==> src/rtl/db_pc_ticker.sv <==
// Emulated program counter: advances by 4 every PC_TICKS running cycles, wraps at MEM_DEPTH*4.
// Latency: pc updates on the clock edge after run/step/clear is seen.
// Backpressure: none; clear beats step beats free-running advance.
module db_pc_ticker #(
    parameter int PC_TICKS  = 25000000,
    parameter int ADDR_W    = 32,
    parameter int MEM_DEPTH = 64
) (
    input  logic              clk,
    input  logic              rst,
    input  logic              run,
    input  logic              step_pulse,
    input  logic              clr_pulse,
    output logic [ADDR_W-1:0] pc
);

    localparam int TICK_W = (PC_TICKS > 1) ? $clog2(PC_TICKS) : 1;
    localparam logic [TICK_W-1:0] TICK_LAST = TICK_W'(PC_TICKS - 1);
    localparam logic [ADDR_W-1:0] PC_LAST   = ADDR_W'((MEM_DEPTH - 1) * 4);

    logic [TICK_W-1:0] tick;
    logic [ADDR_W-1:0] pc_next;

    // Next word address, wrapping back to zero past the last memory word.
    always_comb begin
        pc_next = (pc >= PC_LAST) ? '0 : pc + ADDR_W'(4);
    end

    // Tick counter and pc; step restarts the tick phase so a later resume gets a full period.
    always_ff @(posedge clk or posedge rst) begin
        if (rst) begin
            pc   <= '0;
            tick <= '0;
        end else if (clr_pulse) begin
            pc   <= '0;
            tick <= '0;
        end else if (step_pulse) begin
            pc   <= pc_next;
            tick <= '0;
        end else if (run) begin
            if (tick == TICK_LAST) begin
                tick <= '0;
                pc   <= pc_next;
            end else begin
                tick <= tick + TICK_W'(1);
            end
        end
    end

endmodule

==> config.mk <==
export PLATFORM = sky130hd
export DESIGN_NAME = db_pc_ticker
export DESIGN_NICKNAME = d
export VERILOG_FILES = /design/src/rtl/db_pc_ticker.sv
export SDC_FILE = /design/constraint.sdc
export NUM_CORES = 1
export LEC_CHECK = 0
export CORE_MARGIN = 4
export CORE_UTILIZATION = 40
export CTS_CLUSTER_SIZE = 20
export DETAILED_ROUTE_END_ITERATION = 10
export SYNTH_ARGS = -nofsm -noshare
export SYNTH_HDL_FRONTEND = slang
export SYNTH_SLANG_ARGS = --single-unit
export TNS_END_PERCENT = 30
==> constraint.sdc <==
create_clock -name clk -period 3.2 [get_ports clk]
set_input_delay 0.48 -clock clk [delete_from_list [all_inputs] [get_ports clk]]
set_output_delay 0.48 -clock clk [all_outputs]
set_load 0.05 [all_outputs]
==> results.cfg <==
[grt]
grt_pass1_vias = 2201
grt_pass1_wl_mm = 11.2
gr-total-overflow = 0
grt_usage = 0.166
antenna_found_initial = 0
grt_max_degree = 32

[placed_design]
pre_cts_ws_ns = 0.535
hpwl_mm = 4.56
placed_cell_area_um2 = 3210
io_buffers = 34
place.gp.congestion = 0.814

[yosys]
synth_most_common_cell = dfrtp_1
synthFlopType = dfrtp_1
synth_edf_count = 0
synth_seq_area_share = 0.496
synth_area_um2 = 2780
synth_cell_types = 45
synth.top_cell.area_share = 0.496
ys_warn_count = 0
avgSynthCellArea_um2 = 9.70
synth_top_area_cell = dfrtp_1
yosys-top-cells-area = dfrtp_1 50%, nor2_1 6.6%, xor2_1 5.4%
netlist_instances = 286
synth-seq-cells = 55
synthTopCellsByCount = 55 x dfrtp_1, 49 x nor2_1, 19 x nand2_1
ys_async_sr_fraction = 1.00

[worst_setup_path]
critical_path.reg2reg.startpoint = tick[7]
critPathLaunch = tick[7]
cp_max_fo = 24
cpMaxStageDelayCell = nor2_2
r2r_cells = 5
cp.required_ns = 3.36
cp.arrival_ns = 2.75
critPathMaxStageDelay_ns = 0.80
crit_path_cell_trace = or4b_1, nor4_4, a311oi_2, nor2_2, nor2_1
startpoint_type = register
path_depth = 5
path_buf_inv = 0
crit_path_end_kind = register
crit_type = register to register
worst_path_dominant_cell_family = simple AND/OR/NAND/NOR gates

[floorplanning]
core_um2 = 6760
die_area_um2 = 8330
initial_core_util = 0.411
die_h_um = 91.3
rows = 30
fp.dieW_um = 91.3
pin_count = 37

[drt]
routed_wl_mm = 6.61
drt_pass1_iterations = 4
wl_met1_mm = 3.26
postRouteAntennaNets = 0
first_iter_violations = 90
topRoutingLayerUsed = met4
wl_met3_um = 150
drcViolationCount = 0
vias_per_cell = 5.58
wire_per_inst_um = 16.4
wl_met2_mm = 3.12
vias = 2247

[timing]
setup_violations = 0
fin_crit_ns = 2.59
max_freq_ghz = 0.386
rsz0062_at_grt = false
slew_headroom = 0.339
tns_ns = 0
drv_slew = 0
hold_viol_final = 0
finalCritPeriodShare = 0.810
skew_ns = 0.00899
setup_ws_ns = 0.607
tightest_slew_ns = 0.990

[power]
p_total_mw = 1.29
p_per_area_nw_per_um2 = 387
sw_frac_of_total = 0.239
p_sw_mw = 0.308
p_seq_frac = 0.549
combPwrFrac = 0.077
intPower_mw = 0.981
total_leakage_power_nw = 1.42
clkPwrFrac = 0.374
vdd_ir_drop_max_mv = 0.191

[clocking]
cts_setup_buffers = 0
post_cts_resized = 0
htreeDepth = 2
cts_tree = built
insertion_delay_ns = 0.31
path_clk_slew_ns = 0.10
clockBufferDepth = 2
cts_num_sinks = 55
cts-root-buf = clkbuf_8
cts-buffers-inserted = 5
holdBufCountCts = 0

[layout]
diodes = 0
layout.nets = 329
fin_area_um2 = 3330
fillerInstances = 654
layout-drive-gt1-share = 0.0681
area_growth_pct = 19.9

[hold_path]
hold_depth = 1
hold_class = register to register
min_from = tick[24]

[job]
drv_cap = 0

[outcome]
status = finished, final reports clean
-- flip-flops by register name, indices dropped and copies added, names as in the netlist --
register  flops
tick         25
pc           30
-- cell usage in the layout, fill, tap and decap left out, types with 2 or more instances in the layout --
master           count
and2_1               2
conb_1               2
xor2_1              17
nor2_1              49
dfrtp_1             55
nand2_1             19
or3_1                5
and3_1              13
a41oi_1              7
clkdlybuf4s50_1     34
buf_4                5
nor3_1               6
nand3_1             16
nand4_1             10
or4b_1               2
ha_1                 2
a21oi_1              9
nor4_1               6
clkbuf_8             6
a31oi_1             11
o21a_1               3
and4_1              12
xnor2_1              4
o21ai_0              5
-- metrics by stage --
| stage | std cells | util | hold slack, ns |
|---|---|---|---|
| 2_1_floorplan | 287 | - | 0.442 |
| 5_1_grt | 403 | 0.492 | 0.515 |
| 6_report | 403 | 0.492 | 0.496 |
| 4_1_cts | 403 | 0.492 | 0.487 |
| 3_5_place_dp | 395 | 0.475 | 0.473 |
| 3_3_place_gp | 395 | 0.475 | 0.468 |
-- layer usage --
metal	global-route usage	vias up
li1	-	1112
met1	0.237	1090
met2	0.263	38
met3	0.0273	7
met4	0.0415	0
met5	0	-
-- power by group through the flow --
stage	clock, mW	combinational [mW]	sequential [mW]
final	0.482	0.0997	0.707
after global routing	0.528	0.110	0.709
after CTS	0.498	0.102	0.708
after detailed placement	0	0.103	0.721
after global placement	0	0.102	0.721
after floorplan	0	0.0493	0.738
-- path summary, 6_finish.rpt --
| path | to | slack [ns] |
|---|---|---|
| max in group asynchronous | tick[19] | 1.95 |
| min in group asynchronous | pc[4] | 0.59 |
| worst min register to register | tick[24] | 0.50 |
| worst max-delay path | pc[17] | 0.61 |
| worst min-delay path | tick[24] | 0.50 |
| worst max register to register | pc[17] | 0.61 |
-- layout make-up --
cell class,instances,area (um2),area share
inverter,2,7.51,0.00226
clock buffer,6,82.6,0.0248
timing repair buffer,40,398,0.120
clock inverter,2,35.0,0.0105
sequential,55,1380,0.414
tap,80,100,0.0301
multi-input combinational,218,1330,0.399
-- kinds of logic (layout without fill, tap and decap cells) --
| group | after synthesis | count (layout) | share of synthesized area |
|---|---|---|---|
| DFF | 55 | 55 | 0.496 |
| AOI/OAI and AO/OA | 41 | 41 | 0.101 |
| and+or+nand+nor | 151 | 151 | 0.295 |
| muxes | 1 | 1 | 0.00406 |
| adders and majority gates | 2 | 2 | 0.00902 |
| buffers and inverters | 14 | 50 | 0.0271 |
| other | 1 | 2 | 0.00135 |
| xor gates and xnor gates | 21 | 21 | 0.0663 |
No activity file was read; power rests on OpenSTA's default activity.
